==> config.mk <==
export PLATFORM = sky130hd
export DESIGN_NAME = correlator_hostctrl
export DESIGN_NICKNAME = d
export VERILOG_FILES = /design/src/rtl/correlator_pkg.sv /design/src/rtl/hostctrl_txreg.sv /design/src/rtl/correlator_hostctrl.sv
export SDC_FILE = /design/constraint.sdc
export NUM_CORES = 1
export LEC_CHECK = 0
export CAP_MARGIN = 10
export CORE_ASPECT_RATIO = 1.75
export CORE_MARGIN = 2
export CORE_UTILIZATION = 46
export DETAILED_ROUTE_END_ITERATION = 8
export GPL_TIMING_DRIVEN = 0
export PLACE_DENSITY_LB_ADDON = 0.05
export SETUP_SLACK_MARGIN = 0.3
export SLEW_MARGIN = 5
export SYNTH_ARGS = -nofsm -noshare
export SYNTH_HDL_FRONTEND = slang
export SYNTH_HIERARCHICAL = 1
export SYNTH_SLANG_ARGS = --single-unit
==> constraint.sdc <==
create_clock -name i_clk -period 2.25 [get_ports i_clk]
set_input_delay 0.5625 -clock i_clk [delete_from_list [all_inputs] [get_ports i_clk]]
set_output_delay 0.5625 -clock i_clk [all_outputs]
set_load 0.02 [all_outputs]
==> src/rtl/correlator_pkg.sv <==
// Shared definitions for the correlator host controller: register map,
// command byte layout and host-controller FSM encoding.
package correlator_pkg;

    // Command byte: bit 7 selects read, the low seven bits are the address.
    localparam int RNW_BIT = 7;

    localparam logic [6:0] ADDR_SEED  = 7'd0;
    localparam logic [6:0] ADDR_WLEN  = 7'd1;
    localparam logic [6:0] ADDR_SHAPE = 7'd2;
    localparam logic [6:0] ADDR_SPER  = 7'd3;
    localparam logic [6:0] ADDR_SJIT  = 7'd4;
    localparam logic [6:0] ADDR_PWM   = 7'd5;
    localparam logic [6:0] ADDR_PKT   = 7'd6;
    localparam logic [6:0] ADDR_FLUSH = 7'd7;

    typedef enum logic [1:0] {
        ST_IDLE  = 2'd0,
        ST_WDATA = 2'd1,
        ST_TX    = 2'd2,
        ST_BURST = 2'd3
    } state_e;

endpackage

==> src/rtl/hostctrl_txreg.sv <==
// Single-entry valid/ready holding register feeding the host tx channel.
// A load overwrites the entry; the caller only loads when the entry is
// empty or is being accepted in the same cycle.
module hostctrl_txreg (
    input  logic       clk_i,
    input  logic       rst_i,
    input  logic       en_i,
    input  logic       load_i,
    input  logic [7:0] load_data_i,
    input  logic       ready_i,
    output logic [7:0] data_o,
    output logic       valid_o
);

    logic [7:0] data_q;
    logic       valid_q;

    // Hold the byte until the host accepts it; a load always wins.
    always_ff @(posedge clk_i or posedge rst_i) begin
        if (rst_i) begin
            data_q  <= 8'h00;
            valid_q <= 1'b0;
        end else if (en_i) begin
            if (load_i) begin
                data_q  <= load_data_i;
                valid_q <= 1'b1;
            end else if (valid_q && ready_i) begin
                valid_q <= 1'b0;
            end
        end
    end

    assign data_o  = data_q;
    assign valid_o = valid_q;

endmodule

==> src/rtl/correlator_hostctrl.sv <==
// Host byte-stream register controller: decodes command bytes, holds the
// correlator configuration, emits seed/sample-period/flush pulses and drains
// the packet fifo to the host as single reads or counted bursts.
module correlator_hostctrl
    import correlator_pkg::*;
#(
    parameter int MAX_WINDOW_LENGTH_EXP = 16,
    parameter int MAX_SAMPLE_PERIOD_EXP = 15,
    parameter int MAX_SAMPLE_JITTER_EXP = 8
) (
    input  logic i_clk,
    input  logic i_rst,
    input  logic i_cg,
    input  logic [7:0] i_hostRx_data,
    input  logic i_hostRx_valid,
    output logic o_hostRx_ready,
    output logic [7:0] o_hostTx_data,
    output logic o_hostTx_valid,
    input  logic i_hostTx_ready,
    input  logic [7:0] i_pktfifo_data,
    input  logic i_pktfifo_empty,
    output logic o_pktfifo_pop,
    output logic o_pktfifo_flush,
    output logic [$clog2(MAX_WINDOW_LENGTH_EXP+1)-1:0] o_windowLengthExp,
    output logic o_windowShape,
    output logic [$clog2(MAX_SAMPLE_PERIOD_EXP+1)-1:0] o_samplePeriodExp,
    output logic [$clog2(MAX_SAMPLE_JITTER_EXP+1)-1:0] o_sampleJitterExp,
    output logic [2:0] o_pwmSelect,
    output logic o_wr_samplePeriod,
    output logic [7:0] o_jitterSeedByte,
    output logic o_jitterSeedValid
);

    localparam int WL_W = $clog2(MAX_WINDOW_LENGTH_EXP + 1);
    localparam int SP_W = $clog2(MAX_SAMPLE_PERIOD_EXP + 1);
    localparam int SJ_W = $clog2(MAX_SAMPLE_JITTER_EXP + 1);

    state_e          state_q, state_d;
    logic [6:0]      addr_q, addr_d;
    logic [7:0]      count_q, count_d;
    logic            rx_ready_q;
    logic [WL_W-1:0] wl_q;
    logic            shape_q;
    logic [SP_W-1:0] sp_q;
    logic [SJ_W-1:0] sj_q;
    logic [2:0]      pwm_q;
    logic [7:0]      seed_byte_q;
    logic            seed_valid_q, wr_sp_q, flush_q;

    logic            rx_ready_s, rx_accept_s, tx_valid_s, tx_free_s;
    logic            wr_en_s, load_s, pop_s;
    logic [7:0]      load_data_s, rd_data_s;
    logic [WL_W-1:0] wl_sat_s;
    logic [SP_W-1:0] sp_sat_s;
    logic [SJ_W-1:0] sj_sat_s;

    // Nothing is accepted while the clock gate is closed.
    assign rx_ready_s  = rx_ready_q & i_cg;
    assign rx_accept_s = i_hostRx_valid & rx_ready_s;
    assign tx_free_s   = ~tx_valid_s | i_hostTx_ready;

    assign wl_sat_s = (int'(i_hostRx_data) > MAX_WINDOW_LENGTH_EXP) ?
                      WL_W'(MAX_WINDOW_LENGTH_EXP) : WL_W'(i_hostRx_data);
    assign sp_sat_s = (int'(i_hostRx_data) > MAX_SAMPLE_PERIOD_EXP) ?
                      SP_W'(MAX_SAMPLE_PERIOD_EXP) : SP_W'(i_hostRx_data);
    assign sj_sat_s = (int'(i_hostRx_data) > MAX_SAMPLE_JITTER_EXP) ?
                      SJ_W'(MAX_SAMPLE_JITTER_EXP) : SJ_W'(i_hostRx_data);

    // Read-back mux for single reads; PKT returns the fifo head or zero when empty.
    always_comb begin
        rd_data_s = 8'h00;
        case (addr_q)
            ADDR_WLEN:  rd_data_s = 8'(wl_q);
            ADDR_SHAPE: rd_data_s = {7'd0, shape_q};
            ADDR_SPER:  rd_data_s = 8'(sp_q);
            ADDR_SJIT:  rd_data_s = 8'(sj_q);
            ADDR_PWM:   rd_data_s = {5'd0, pwm_q};
            ADDR_PKT:   rd_data_s = i_pktfifo_empty ? 8'h00 : i_pktfifo_data;
            default:    rd_data_s = 8'h00;
        endcase
    end

    // Command FSM next-state, tx-register load and fifo pop decisions.
    always_comb begin
        state_d     = state_q;
        addr_d      = addr_q;
        count_d     = count_q;
        wr_en_s     = 1'b0;
        load_s      = 1'b0;
        load_data_s = 8'h00;
        pop_s       = 1'b0;
        case (state_q)
            ST_IDLE: begin
                if (rx_accept_s) begin
                    addr_d  = i_hostRx_data[RNW_BIT-1:0];
                    state_d = i_hostRx_data[RNW_BIT] ? ST_TX : ST_WDATA;
                end else begin
                    state_d = ST_IDLE;
                end
            end
            ST_WDATA: begin
                if (rx_accept_s) begin
                    wr_en_s = 1'b1;
                    if ((addr_q == ADDR_PKT) && (i_hostRx_data != 8'h00)) begin
                        state_d = ST_BURST;
                        count_d = i_hostRx_data;
                    end else begin
                        state_d = ST_IDLE;
                    end
                end else begin
                    state_d = ST_WDATA;
                end
            end
            ST_TX: begin
                // The tx register is always empty on entry, so the first
                // cycle loads and later cycles wait for the host.
                if (!tx_valid_s) begin
                    load_s      = 1'b1;
                    load_data_s = rd_data_s;
                    pop_s       = (addr_q == ADDR_PKT) && !i_pktfifo_empty;
                end else if (i_hostTx_ready) begin
                    state_d = ST_IDLE;
                end else begin
                    state_d = ST_TX;
                end
            end
            ST_BURST: begin
                if (count_q != 8'd0) begin
                    if (tx_free_s && !i_pktfifo_empty) begin
                        load_s      = 1'b1;
                        load_data_s = i_pktfifo_data;
                        pop_s       = 1'b1;
                        count_d     = count_q - 8'd1;
                    end else begin
                        load_s = 1'b0;
                    end
                end else if (tx_free_s) begin
                    state_d = ST_IDLE;
                end else begin
                    state_d = ST_BURST;
                end
            end
            default: begin
                state_d = ST_IDLE;
            end
        endcase
    end

    // State, configuration registers and one-cycle pulses; frozen when i_cg is low.
    always_ff @(posedge i_clk or posedge i_rst) begin
        if (i_rst) begin
            state_q      <= ST_IDLE;
            addr_q       <= 7'd0;
            count_q      <= 8'd0;
            rx_ready_q   <= 1'b0;
            wl_q         <= '0;
            shape_q      <= 1'b0;
            sp_q         <= '0;
            sj_q         <= '0;
            pwm_q        <= 3'd0;
            seed_byte_q  <= 8'h00;
            seed_valid_q <= 1'b0;
            wr_sp_q      <= 1'b0;
            flush_q      <= 1'b0;
        end else begin
            seed_valid_q <= 1'b0;
            wr_sp_q      <= 1'b0;
            flush_q      <= 1'b0;
            if (i_cg) begin
                state_q    <= state_d;
                addr_q     <= addr_d;
                count_q    <= count_d;
                rx_ready_q <= (state_d == ST_IDLE) || (state_d == ST_WDATA);
                if (wr_en_s) begin
                    case (addr_q)
                        ADDR_SEED: begin
                            seed_byte_q  <= i_hostRx_data;
                            seed_valid_q <= 1'b1;
                        end
                        ADDR_WLEN:  wl_q    <= wl_sat_s;
                        ADDR_SHAPE: shape_q <= i_hostRx_data[0];
                        ADDR_SPER: begin
                            sp_q    <= sp_sat_s;
                            wr_sp_q <= 1'b1;
                        end
                        ADDR_SJIT:  sj_q    <= sj_sat_s;
                        ADDR_PWM:   pwm_q   <= i_hostRx_data[2:0];
                        ADDR_FLUSH: flush_q <= 1'b1;
                        default: ;
                    endcase
                end
            end
        end
    end

    hostctrl_txreg u_txreg (
        .clk_i       (i_clk),
        .rst_i       (i_rst),
        .en_i        (i_cg),
        .load_i      (load_s),
        .load_data_i (load_data_s),
        .ready_i     (i_hostTx_ready),
        .data_o      (o_hostTx_data),
        .valid_o     (tx_valid_s)
    );

    assign o_hostTx_valid    = tx_valid_s;
    assign o_hostRx_ready    = rx_ready_s;
    assign o_pktfifo_pop     = pop_s & i_cg;
    assign o_pktfifo_flush   = flush_q;
    assign o_windowLengthExp = wl_q;
    assign o_windowShape     = shape_q;
    assign o_samplePeriodExp = sp_q;
    assign o_sampleJitterExp = sj_q;
    assign o_pwmSelect       = pwm_q;
    assign o_wr_samplePeriod = wr_sp_q;
    assign o_jitterSeedByte  = seed_byte_q;
    assign o_jitterSeedValid = seed_valid_q;

endmodule

==> results of run 1 <==
-- report_power, final --
part           internal (W)  leakage (nW)  switching (W)
sequential          0.00119         0.693       0.000207
clock              0.000444        0.0644       0.000342
combinational      0.000628          1.08       0.000742
-- timing repair --
action,4_1_cts,5_1_grt
hold endpoints to repair,0,0
buffers inserted,9,8
endpoints found under the setup margin,55,54
hold buffers,0,0
pin swaps,6,20
gates resized for setup,44,48
-- registers in the layout, indices dropped and copies added, names as in the netlist --
register,flops
o_windowLengthExp,5
o_wr_samplePeriod,1
rx_ready_q,1
o_windowShape,1
o_pwmSelect,3
o_sampleJitterExp,4
o_pktfifo_flush,1
o_jitterSeedValid,1
addr_q,7
o_samplePeriodExp,4
count_q,8
u_txreg/data_o,8
u_txreg/valid_o,1
state_q,2
o_jitterSeedByte,8
-- routing by layer --
| layer | share of wire, % | wire length [um] |
|---|---|---|
| met2 | 52 | 4050 |
| met4 | 2.4 | 190 |
| met1 | 43 | 3320 |
| met3 | 2.9 | 223 |
| met5 | 0 | 0 |
-- placed cells by master, fill, tap and decap left out, drive strengths merged, types with 3 or more instances in the layout --
master,netlist,layout
nor3,5,5
and3b,3,3
and2,7,7
clkdlybuf4s50,0,43
nand2,21,21
buf,2,22
nor3b,4,4
mux2i,6,6
a31oi,3,3
dlymetal6s2s,0,5
o21ai,15,15
nand3,7,7
nand3b,3,3
clkbuf,12,16
a22o,5,5
clkdlybuf4s15,0,4
a22oi,3,3
nor4,3,3
mux2,30,30
dlygate4sd2,0,6
nor2,17,17
a21oi,13,13
o211ai,14,14
dfrtp,55,55
or4,4,4
inv,10,10
-- layout make-up --
cell class	count	area [um^2]
plain buffers	14	97.6
well taps	80	100
inverters	11	41.3
clock inverters	3	67.6
fillers	502	2020
multi-input cells	189	1590
flip-flops and latches	55	1380
repair buffers	77	767
clock buffers	5	68.8
-- final timing paths --
check	start	end	cells past startpoint
setup / recovery	count_q[0]$_DFFE_PP0P_	o_pktfifo_pop	8
hold / removal	i_rst	state_q[1]$_DFFE_PP0P_	2
setup reg to reg	count_q[0]$_DFFE_PP0P_	u_txreg/data_o[2]$_DFFE_PP0P_	10
hold reg to reg	u_txreg/data_o[3]$_DFFE_PP0P_	u_txreg/data_o[3]$_DFFE_PP0P_	1
max in group asynchronous	i_rst	count_q[0]$_DFFE_PP0P_	3
min in group i_clk	u_txreg/data_o[3]$_DFFE_PP0P_	u_txreg/data_o[3]$_DFFE_PP0P_	1
-- cells by family after synthesis --
kind of cell    share of synthesized area [%]
simple gates                             18.1
buf+inv                                  3.79
flops                                    47.9
mux                                      13.9
fa+ha+maj                               0.435
compound gates                           15.9
-- critical path: stages (launching register included) --
cell and delay [ns]:
dfrtp_2 0.44, inv_2 0.07, ha_4 0.12, or3b_1 0.35, clkbuf_8 0.15, o2111ai_4 0.21, o31ai_4 0.11, and2_4 0.15
buf_6 0.12
-- metrics by stage --
step           setup TNS, ns  hold WS (ns)  worst slack [ns]  utilization (%)  power, W
6_report              -0.506         0.506            -0.348             67.1   0.00356
5_1_grt               -0.885         0.523            -0.394             67.1   0.00376
4_1_cts               -0.355         0.511            -0.355             63.7   0.00347
3_5_place_dp          -18.99         0.497            -0.732             59.0   0.00259
3_3_place_gp          -41.31         0.486            -0.748             58.6   0.00256
2_1_floorplan              0         0.390            0.0526                -   0.00219
==> results.ini, run 1 <==
[outcome]
outcome = complete, but fails checks
violations = setup timing

[floorplan]
die_w_um = 63.7
pin_count = 61
core_area_um2 = 6130
rows = 38
initial_core_util_pct = 46.8
die_area_um2 = 6920
die_y_um = 109

[final_layout]
synthToLayoutAreaGrowth_pct = 43.2
nets = 376
design_area_um2 = 4110
drive_above_1_share_pct = 28.8
finalNonFillerCells = 434
diodes = 0

[critical_path]
path_class = reg -> out
required_ns = 1.69
crit_fanout = 2
cp.arrival_ns = 2.04
rrSetupSlack_ns = -0.05
cp-end-kind = primary output
start_kind = flop

[timing]
setup_ws_ns = -0.348
worst_pin_slew_ns = 0.898
rsz0062_at_grt = true
maxSlewViolCount = 0
max_freq_mhz = 385
setup_violations = 5
slew_headroom_pct = 39.6
finClkSkew_ns = 0.00646
layout_min_cycle_time_ns = 2.60
period_share_pct = 115
finalHoldViolCount = 0

[placement]
gp_congestion = 0.831
io_buffer_count = 59
dp_cells = 409
dp_hpwl_mm = 5.28
placed_area_um2 = 3620

[global_routing]
overflow = 0
use_met3_pct = 4.06
grt_pass1_wl_mm = 12.7
grt_use_met2_pct = 40.6
grtUsageMet1_pct = 28.7
grt_busiest_layer = met2
grt_usage_pct = 23.5
antenna_found_initial = 0
grt_max_degree = 38
grt_pass1_vias = 2522

[min_path]
min_path_type = in -> async

[routing]
drtIter0Drc = 84
route.vias.total = 2448
ant_nets = 0
via_per_inst = 5.64
drc_errors = 0
drt-total-wl_mm = 7.78
dr.pass1.iters = 4
wire_per_inst_um = 17.9

[synth]
yosys.area.top_type = dfrtp_1
synth_common_cells = 55 x dfrtp_1, 30 x mux2_2, 20 x nand2_1
synth_flop_cell = dfrtp_1
yosysTopAreaCellShare_pct = 47.9
ys_ff_latch = 55
async_flop_share_pct = 100
yosys.cell_types.count = 53
syn_area_um2 = 2870
synth_area_per_cell_um2 = 10.7
synth_fp_nets = 292
synth_edf_count = 0
seq_area_frac_synth_pct = 47.9
synth_cells = 269
ys_top_cells_by_area = dfrtp_1 48%, mux2_2 12%, o211ai_1 3.1%
synth_most_common_cell = dfrtp_1
ys_warn_count = 6

[run]
max-cap-violations = 0

[clock_network]
clk_path_buf_depth = 2
clkTransAtPathRegs_ns = 0.10
cts_tree = built
clock_sinks = 55
clk_latency_ns = 0.32
cts_root_buffer = clkbuf_8
cts_buffers = 5
htree_levels = 2

[power_and_ir_drop]
powerDensity_nw_per_um2 = 864
ir_drop_mv = 0.665
p_leak_nw = 1.84

Power figures use the tool's default switching activity.
==> inputs of run 2 (changes only) <==
Settings changed: RECOVER_POWER set to 25.
==> run 2 against run 1 <==
Compared with the run above: the flow still finishes with violations (setup timing); sequential share of layout area grew 0.12 points; clock-buffer cell count did not move; hold slack gained 0.010 ns; global-route usage is the same; utilization fell by 0.24 points; setup slack about the same; design area shrank 0.37%; die area unchanged; critical endpoint unchanged; largest cell class unchanged.
==> results.ini, run 2 (synthesized netlist as in run 1, its figures left out) <==
[final_layout]
seq_area_um2 = 1380  ; unchanged
drive_above_1_share_pct = 28.5  ; -0.28 points
diodes = 0  ; unchanged
final_cell_mix = 54 x dfrtp_1, 42 x clkdlybuf4s50_1, 20 x nand2_1
mostFrequentLayoutCell = dfrtp_1
final_util_pct = 66.8  ; -0.24 points
multi_input_area_um2 = 1590  ; unchanged
num-fill-cells = 504  ; +0.40%
synthToLayoutAreaGrowth_pct = 42.7
nets = 376  ; unchanged
design_area_um2 = 4100  ; -0.37%
finalNonFillerCells = 434  ; unchanged

[run]
max-cap-violations = 0  ; unchanged

[clock_network]
clk_latency_ns = 0.32  ; about the same
clock_sinks = 55  ; unchanged
htree_levels = 2  ; unchanged
cts_tree = built
clkTransAtPathRegs_ns = 0.10  ; about the same
cts_buffers = 5  ; unchanged
cts_root_buffer = clkbuf_8
clk_path_buf_depth = 2  ; unchanged

[timing]
max_freq_mhz = 385  ; about the same
period_share_pct = 115  ; about the same
finalHoldViolCount = 0  ; unchanged
maxSlewViolCount = 0  ; unchanged
rsz0062_at_grt = true
slew_headroom_pct = 36.5  ; -3.1 points
layout_min_cycle_time_ns = 2.60  ; -0.0000390 ns
setup_violations = 5  ; unchanged
setup_ws_ns = -0.348  ; +0.0000390 ns
finClkSkew_ns = 0.00659  ; +0.000136 ns
fin_setup_tns_ns = -0.505  ; +0.000977 ns
worst_pin_slew_ns = 0.953  ; +0.0542 ns

[floorplan]
die_y_um = 109  ; unchanged
die_area_um2 = 6920  ; unchanged
rows = 38  ; unchanged
die_w_um = 63.7  ; unchanged
initial_core_util_pct = 46.8  ; unchanged
core_area_um2 = 6130  ; unchanged
pin_count = 61  ; unchanged

[critical_path]
cp.arrival_ns = 2.04  ; about the same
start_kind = flop
required_ns = 1.69  ; about the same
crit_fanout = 2  ; unchanged
cp-end-kind = primary output
path_class = reg -> out

[routing]
route.vias.total = 2448  ; unchanged
ant_nets = 0  ; unchanged
wire_per_inst_um = 17.9  ; about the same
dr.pass1.iters = 4  ; unchanged
drtIter0Drc = 84  ; unchanged
drc_errors = 0  ; unchanged
via_per_inst = 5.64  ; unchanged
drt-total-wl_mm = 7.78  ; about the same

[placement]
io_buffer_count = 59  ; unchanged
dp_hpwl_mm = 5.28  ; unchanged
placed_area_um2 = 3620  ; unchanged
dp_cells = 409  ; unchanged
gp_congestion = 0.831  ; unchanged
dp_slack_ns = -0.732  ; unchanged

[power_and_ir_drop]
p_leak_nw = 1.83  ; -0.21%
powerDensity_nw_per_um2 = 866  ; +0.23%
ir_drop_mv = 0.665  ; about the same

[min_path]
min_path_type = reg -> reg

[global_routing]
antenna_found_initial = 0  ; unchanged
grt_max_degree = 38  ; unchanged
grt_pass1_wl_mm = 12.7  ; unchanged
grt_pass1_vias = 2522  ; unchanged
overflow = 0  ; unchanged
grt_usage_pct = 23.5  ; unchanged

[outcome]
violations = setup timing
outcome = complete, but fails checks

## run 2: cell types whose count changed in the layout (fill, tap and decap cells not counted)
cell,change
buf_12,-1
dlygate4sd3_1,+1
inv_1,+1
clkbuf_2,+1
inv_2,-1
clkdlybuf4s50_1,-1
## run 2: through the flow
step                hold WS [ns]  power (W)
finish                     0.516    0.00355
global route               0.539    0.00375
CTS                        0.511    0.00347
detailed placement         0.497    0.00259
global placement           0.486    0.00256
floorplan                  0.390    0.00219
## run 2: cell type report
cell class	count	share of cell area (%)
timing repair buffer	77	18.3
buffer	14	2.38
multi-input combinational	189	38.9
tap	80	2.44
clock buffer	5	1.68
sequential	55	33.6
inverter	11	1.01
clock inverter	3	1.65
## run 2: repair_timing
action,in CTS,in global routing
endpoints found under the hold margin,0,0
setup buffers,9,8
gates resized for setup,44,48
endpoints found under the setup margin,55,54
pin swaps,6,20
hold buffers,0,0
## run 2: path summary, 6_finish.rpt
kind | startpoint | end | slack, ns | cells past startpoint
min reg2reg | u_txreg/data_o[2]$_DFFE_PP0P_ | u_txreg/data_o[2]$_DFFE_PP0P_ | 0.52 | 1
max | count_q[0]$_DFFE_PP0P_ | o_pktfifo_pop | -0.35 | 8
min in group asynchronous | i_rst | u_txreg/data_o[3]$_DFFE_PP0P_ | 0.66 | 2
min | u_txreg/data_o[2]$_DFFE_PP0P_ | u_txreg/data_o[2]$_DFFE_PP0P_ | 0.52 | 1
max reg2reg | count_q[0]$_DFFE_PP0P_ | u_txreg/data_o[2]$_DFFE_PP0P_ | -0.05 | 10
max in group asynchronous | i_rst | count_q[0]$_DFFE_PP0P_ | 0.25 | 3
## run 2: power by group
part | switching, W | leakage, nW | internal [W]
Clock | 0.000342 | 0.0644 | 0.000444
Sequential | 0.000207 | 0.693 | 0.00119
Combinational | 0.000741 | 1.08 | 0.000625
## run 2: critical path, stage by stage (launching register included)
cell and delay, ns:
dfrtp_2 0.44, inv_2 0.07, ha_4 0.12, or3b_1 0.35
clkbuf_8 0.15, o2111ai_4 0.21, o31ai_4 0.11, and2_4 0.15
buf_6 0.12
## run 2: per-layer routing
metal / part of all wire [%] / vias to the layer above / GRT usage, % / wire, um
met2: 52 / 52 / 40.6 / 4050
met4: 2.4 / 0 / 9.78 / 190
li1: - / 1165 / - / -
met5: 0 / - / 0 / 0
met1: 43 / 1216 / 28.7 / 3320
met3: 2.9 / 15 / 4.06 / 223
